### config.mk
export PLATFORM = sky130hd
export DESIGN_NAME = lsu_mem_ctrl
export DESIGN_NICKNAME = d
export VERILOG_FILES = /design/src/rtl/lsu_pkg.sv /design/src/rtl/lsu_align.sv /design/src/rtl/lsu_mem_ctrl.sv
export SDC_FILE = /design/constraint.sdc
export NUM_CORES = 1
export LEC_CHECK = 0
export BUFFER_PORTS_ARGS = -buffer_cell sky130_fd_sc_hd__buf_4
export CAP_MARGIN = 20
export CELL_PAD_IN_SITES_DETAIL_PLACEMENT = 1
export CELL_PAD_IN_SITES_GLOBAL_PLACEMENT = 1
export CORE_UTILIZATION = 25
export CTS_BUF_LIST = sky130_fd_sc_hd__clkbuf_4 sky130_fd_sc_hd__clkbuf_8
export DETAILED_ROUTE_END_ITERATION = 8
export PLACE_DENSITY_LB_ADDON = 0.25
export SYNTH_ARGS = -nofsm -noshare
export SYNTH_HDL_FRONTEND = slang
export SYNTH_SLANG_ARGS = --single-unit
### constraint.sdc
create_clock -name clk -period 1.8 [get_ports clk]
set_input_delay 0.18 -clock clk [delete_from_list [all_inputs] [get_ports clk]]
set_output_delay 0.18 -clock clk [all_outputs]
set_load 0.1 [all_outputs]
### src/rtl/lsu_pkg.sv
// Shared types and constants for the load/store unit.
package lsu_pkg;

  typedef enum logic [1:0] {
    IDLE = 2'd0,
    BUSY = 2'd1,
    DONE = 2'd2
  } lsu_state_e;

  // RISC-V funct3 width/sign encodings for loads and stores.
  localparam logic [2:0] F3_B  = 3'b000;
  localparam logic [2:0] F3_H  = 3'b001;
  localparam logic [2:0] F3_W  = 3'b010;
  localparam logic [2:0] F3_BU = 3'b100;
  localparam logic [2:0] F3_HU = 3'b101;

endpackage

### src/rtl/lsu_align.sv
// Combinational lane logic for the load/store unit: store byte enables and
// data replication, the legality check, and load lane extract/extension.
module lsu_align
  import lsu_pkg::*;
(
  input  logic        we,
  input  logic [2:0]  funct3,
  input  logic [1:0]  offset,
  input  logic [31:0] wdata,
  output logic        legal,
  output logic [3:0]  be,
  output logic [31:0] wdata_rep,
  input  logic [2:0]  ld_funct3,
  input  logic [1:0]  ld_offset,
  input  logic [31:0] rdata_raw,
  output logic [31:0] ld_data
);

  logic [7:0]  byte_lane;
  logic [15:0] half_lane;

  // Request side: decode width, check alignment, build lanes.
  always_comb begin
    // NOTE: every output gets a default first so no path leaves it unassigned and infers a latch.
    legal     = 1'b0;
    be        = 4'b0000;
    wdata_rep = wdata;
    case (funct3)
      F3_B: begin
        legal     = 1'b1;
        be        = 4'b0001 << offset;
        wdata_rep = {4{wdata[7:0]}};
      end
      F3_H: begin
        legal     = ~offset[0];
        be        = 4'b0011 << offset;
        wdata_rep = {2{wdata[15:0]}};
      end
      F3_W: begin
        legal = (offset == 2'b00);
        be    = 4'b1111;
      end
      // Unsigned variants exist only for loads.
      F3_BU: begin
        legal = ~we;
        be    = 4'b0001 << offset;
      end
      F3_HU: begin
        legal = ~we & ~offset[0];
        be    = 4'b0011 << offset;
      end
      default: legal = 1'b0;
    endcase
  end

  // Response side: pick the addressed lane and extend it to 32 bits.
  always_comb begin
    case (ld_offset)
      2'd0:    byte_lane = rdata_raw[7:0];
      2'd1:    byte_lane = rdata_raw[15:8];
      2'd2:    byte_lane = rdata_raw[23:16];
      default: byte_lane = rdata_raw[31:24];
    endcase
    half_lane = ld_offset[1] ? rdata_raw[31:16] : rdata_raw[15:0];
    case (ld_funct3)
      F3_B:    ld_data = {{24{byte_lane[7]}}, byte_lane};
      F3_H:    ld_data = {{16{half_lane[15]}}, half_lane};
      F3_W:    ld_data = rdata_raw;
      F3_BU:   ld_data = {24'd0, byte_lane};
      F3_HU:   ld_data = {16'd0, half_lane};
      default: ld_data = 32'd0;
    endcase
  end

endmodule

### src/rtl/lsu_mem_ctrl.sv
// Load/store unit between the single-cycle core datapath and a req/ack data
// memory. Stalls the core from acceptance until the DONE cycle.
// Optional: define LSU_TIMEOUT_EN to abort accesses after TIMEOUT_CYCLES
// BUSY cycles without mem_ack (reported on lsu_fault).
module lsu_mem_ctrl
  import lsu_pkg::*;
#(
  parameter int TIMEOUT_CYCLES = 255
) (
  input  logic        clk,
  input  logic        reset,
  input  logic        req_valid,
  input  logic        req_we,
  input  logic [2:0]  funct3,
  input  logic [31:0] addr,
  input  logic [31:0] wdata,
  output logic        stall,
  output logic [31:0] rdata_out,
  output logic        lsu_exc,
  output logic        lsu_fault,
  output logic        mem_req,
  output logic        mem_we,
  output logic [31:0] mem_addr,
  output logic [31:0] mem_wdata,
  output logic [3:0]  mem_be,
  input  logic        mem_ack,
  input  logic [31:0] mem_rdata
);

  if (TIMEOUT_CYCLES < 1) begin : g_bad_timeout
    $error("lsu_mem_ctrl: TIMEOUT_CYCLES must be at least 1");
  end

  lsu_state_e  state;
  logic [2:0]  ld_funct3;
  logic [1:0]  ld_offset;
  logic        legal;
  logic [3:0]  be_fmt;
  logic [31:0] wdata_fmt;
  logic [31:0] ld_data;

`ifdef LSU_TIMEOUT_EN
  localparam int CNT_W = $clog2(TIMEOUT_CYCLES + 1);
  // Value held during the last permitted ack-less BUSY cycle; the increment
  // taken at that edge would reach TIMEOUT_CYCLES.
  localparam logic [CNT_W-1:0] TMO_LAST = CNT_W'(TIMEOUT_CYCLES - 1);
  logic [CNT_W-1:0] tmo_cnt;
`endif

  lsu_align u_align (
    .we        (req_we),
    .funct3    (funct3),
    .offset    (addr[1:0]),
    .wdata     (wdata),
    .legal     (legal),
    .be        (be_fmt),
    .wdata_rep (wdata_fmt),
    .ld_funct3 (ld_funct3),
    .ld_offset (ld_offset),
    .rdata_raw (mem_rdata),
    .ld_data   (ld_data)
  );

  // The accept cycle and every BUSY cycle freeze the core; an illegal access
  // raises lsu_exc instead and never stalls. Both are held low in reset.
  assign stall   = reset & (((state == IDLE) & req_valid & legal) | (state == BUSY));
  assign lsu_exc = reset & (state == IDLE) & req_valid & ~legal;

  // Access sequencer: accept in IDLE, hold the request until ack, one DONE
  // cycle for the core to commit, then back to IDLE.
  always_ff @(posedge clk or negedge reset) begin
    if (!reset) begin
      state     <= IDLE;
      mem_req   <= 1'b0;
      mem_we    <= 1'b0;
      mem_be    <= 4'b0000;
      mem_addr  <= 32'd0;
      mem_wdata <= 32'd0;
      rdata_out <= 32'd0;
      lsu_fault <= 1'b0;
      ld_funct3 <= 3'b000;
      ld_offset <= 2'b00;
`ifdef LSU_TIMEOUT_EN
      tmo_cnt   <= '0;
`endif
    end else begin
      // NOTE: state is updated with non-blocking assignments so every register samples pre-edge values.
      case (state)
        IDLE: begin
          if (req_valid && legal) begin
            state     <= BUSY;
            mem_req   <= 1'b1;
            mem_we    <= req_we;
            mem_be    <= be_fmt;
            mem_addr  <= {addr[31:2], 2'b00};
            mem_wdata <= wdata_fmt;
            ld_funct3 <= funct3;
            ld_offset <= addr[1:0];
`ifdef LSU_TIMEOUT_EN
            tmo_cnt   <= '0;
`endif
          end
        end
        BUSY: begin
          // An ack arriving with the timeout still completes normally.
          if (mem_ack) begin
            state     <= DONE;
            mem_req   <= 1'b0;
            rdata_out <= mem_we ? 32'd0 : ld_data;
          end
`ifdef LSU_TIMEOUT_EN
          else if (tmo_cnt == TMO_LAST) begin
            state     <= DONE;
            mem_req   <= 1'b0;
            rdata_out <= 32'd0;
            lsu_fault <= 1'b1;
          end else begin
            tmo_cnt <= tmo_cnt + CNT_W'(1);
          end
`endif
        end
        DONE: begin
          // Unconditional: the same instruction's req_valid is still high here.
          state     <= IDLE;
          rdata_out <= 32'd0;
          lsu_fault <= 1'b0;
        end
        default: state <= IDLE;
      endcase
    end
  end

endmodule

==> flow_summary.ini <==
[routing]
routed_wl_mm = 15.00
drc = 0
firstDrtPassIters = 4
vias = 4148
drtAntennaViolNets = 0
wl_per_cell_um = 16.68
vias_per_cell = 4.614
drt_iter0_markers = 96

[sta]
setup_viol = 1
max_freq_mhz = 548.7
fin_crit_sh = 1.013
fin_crit_ns = 1.823
hold_viol = 0
finalWorstSetupSlack_ns = -0.02262
rsz0062_at_grt = yes
finClkSkew_ns = 0.009841
whs_ns = 0.02877
tightest_slew_ns = 0.7258
slew_violations = 0
max_slew_margin = 0.5161

[synthesis]
synth_area_leaders = dfrtp_1, mux2i_1, mux2_2
syn_area_mm2 = 0.004827
ys.flop_type = dfrtp_1
ys_async_sr_fraction = 1.000
synth-edff-count = 0
synth.avg_cell_area_um2 = 11.80
synth-seq-cells = 107
synth_top_area_share = 0.5547
synth-seq-area-share = 0.5547
syn-instance-count = 409
synth.distinct_cells = 41
synth_top_cell_by_area = dfrtp_1
yosysWarnings = 0

[clock_network]
h-tree-depth = 3
clock_sinks = 107
cts_tree = built
root_buffer = clkbuf_8
clockBufferDepth = 2
cts_buffers = 9
clkTransAtPathRegs_ns = 0.10
clock_latency_ns = 0.38

[worst_setup_path]
critPathSlowestCell = dfrtp_1
start_kind = register
critPathArrivalTime_ns = 1.64
cp.buffers_inverters = 2
max_stage_delay_ns = 0.40
crit_chain = nor3b_2, buf_4, o21ai_4, a21boi_4, buf_12
required_ns = 1.62
path_class = register to output pin
critPathMaxFanout = 4
crit_path_end_kind = output pin
critical_path.top_delay_family = flip-flops

[floorplanning]
die_area_mm2 = 0.01987
rows = 50
core_mm2 = 0.01883
die_w_um = 141.0
start_util = 0.2563
io_pins = 209
die_h_um = 141.0

[layout]
synthToLayoutAreaGrowth_pct = 48.60
insertedDiodeCount = 0
fin_nets = 738
layout-drive-gt1-share = 0.4554
fillers = 2102
final_cells = 899

[placed_design]
place.gp.congestion = 0.7584
place_inst = 867
portBuffers = 205
hpwl_mm = 11.36
dp_slack_ns = -0.2565

[global_routing]
grt_pass1_wl_mm = 23.96
grt_usage = 0.1549
grt_max_degree = 55
gr-total-overflow = 0
grt_pass1_vias = 4524
antenna_found_initial = 0

[power]
totalPowerFinal_uw = 13490
vdd_ir_drop_max_uv = 937.2
p_per_area_mw_per_mm2 = 1881
power.leakage_uw = 0.003450

[job]
drv_cap = 0

[worst_hold_path]
hold_path.class = input port to register

[run_status]
status = finished, violations left
failed_checks = negative setup slack
## layer usage
layer  vias to the layer above  wire length (um)  track usage
li1                       1925                 -            -
met1                      2066              6293       0.1846
met2                       143              7366       0.2634
met3                        14              1122      0.04857
met4                         0               212      0.05320
met5                         -                 0            0
## cells in the mapped netlist (4+ instances only)
library cell	count
buf_2	7
a22oi_1	8
nand2_1	48
clkbuf_1	17
a221o_1	23
o2bb2ai_1	8
nor3b_1	9
o21ai_0	44
a21oi_1	6
nand3_1	8
mux2i_1	33
dfrtp_1	107
mux2_1	19
nor2_1	4
buf_1	4
mux2_2	24
## cells by family (layout without fill, tap and decap cells)
| kind of cell | Yosys count | after routing | share of synthesized area |
|---|---|---|---|
| buffers and inverters | 37 | 265 | 0.03758 |
| other | 1 | 3 | 0.0007769 |
| AOI/OAI and AO/OA | 98 | 98 | 0.1395 |
| muxes | 78 | 78 | 0.1781 |
| and+or+nand+nor | 88 | 88 | 0.08943 |
| DFF | 107 | 107 | 0.5547 |
## area by class of cell
cell class                      count  area [um2]  share of cell area
Clock inverter                      4       33.78            0.004710
Sequential cell                   107        2681              0.3738
Multi-Input combinational cell    267        2034              0.2836
Tap cell                          260       325.3             0.04535
Timing Repair Buffer              246        1928              0.2688
Clock buffer                       12       158.9             0.02215
Inverter                            3       11.26            0.001570
## path summary, 6_finish.rpt
kind | from | endpoint | slack [ns] | cells past startpoint
setup / recovery | state[1]$_DFFE_PN0P_ | stall | -0.02 | 5
hold / removal | addr[29] | mem_addr[29]$_DFFE_PN0P_ | 0.03 | 2
setup reg to reg | ld_funct3[0]$_DFFE_PN0P_ | rdata_out[27]$_DFFE_PN0P_ | 0.10 | 4
hold reg to reg | mem_wdata[14]$_DFFE_PN0P_ | mem_wdata[14]$_DFFE_PN0P_ | 0.49 | 2
max in group asynchronous | reset | mem_we$_DFFE_PN0P_ | 0.70 | 3
min in group asynchronous | reset | ld_funct3[2]$_DFFE_PN0P_ | 0.16 | 2
## placed cells by master, fill, tap and decap left out, drive strengths merged, types with 4 or more instances in the layout
cell,count
nand2,48
o2bb2ai,8
buf,235
a21oi,6
a22oi,8
dlygate4sd3,11
or2,4
o21ai,47
nand3,8
nor2,5
inv,4
a221o,23
clkbuf,12
nor3,4
nor3b,9
dfrtp,107
mux2i,33
mux2,43
## flip-flops by register name (all words and copies together) (netlist names)
signal / cells
mem_wdata: 32
rdata_out: 32
mem_addr: 30
mem_be: 4
ld_funct3: 3
ld_offset: 2
state: 2
mem_req: 1
mem_we: 1
## per-stage QoR
step	utilization	area, um2	setup TNS, ns
2_1_floorplan	-	4866	-1.027
3_3_place_gp	0.3612	6802	-3.570
3_5_place_dp	0.3612	6802	-3.650
4_1_cts	0.3788	7133	-0.1811
5_1_grt	0.3809	7173	-0.1951
6_report	0.3809	7173	-0.02262
## timing repair
action,4_1_cts,5_1_grt
resized for setup,6,2
setup buffers,2,3
setup endpoints to repair,18,18
endpoints found under the hold margin,11,1
pin swaps,1,2
hold buffers,10,1
## report_power, final
part	switching (uW)	total, uW	internal, uW
clock network	859	1460	606
logic	6540	8410	1870
registers	460	3610	3150
No activity file was read; power rests on OpenSTA's default activity.
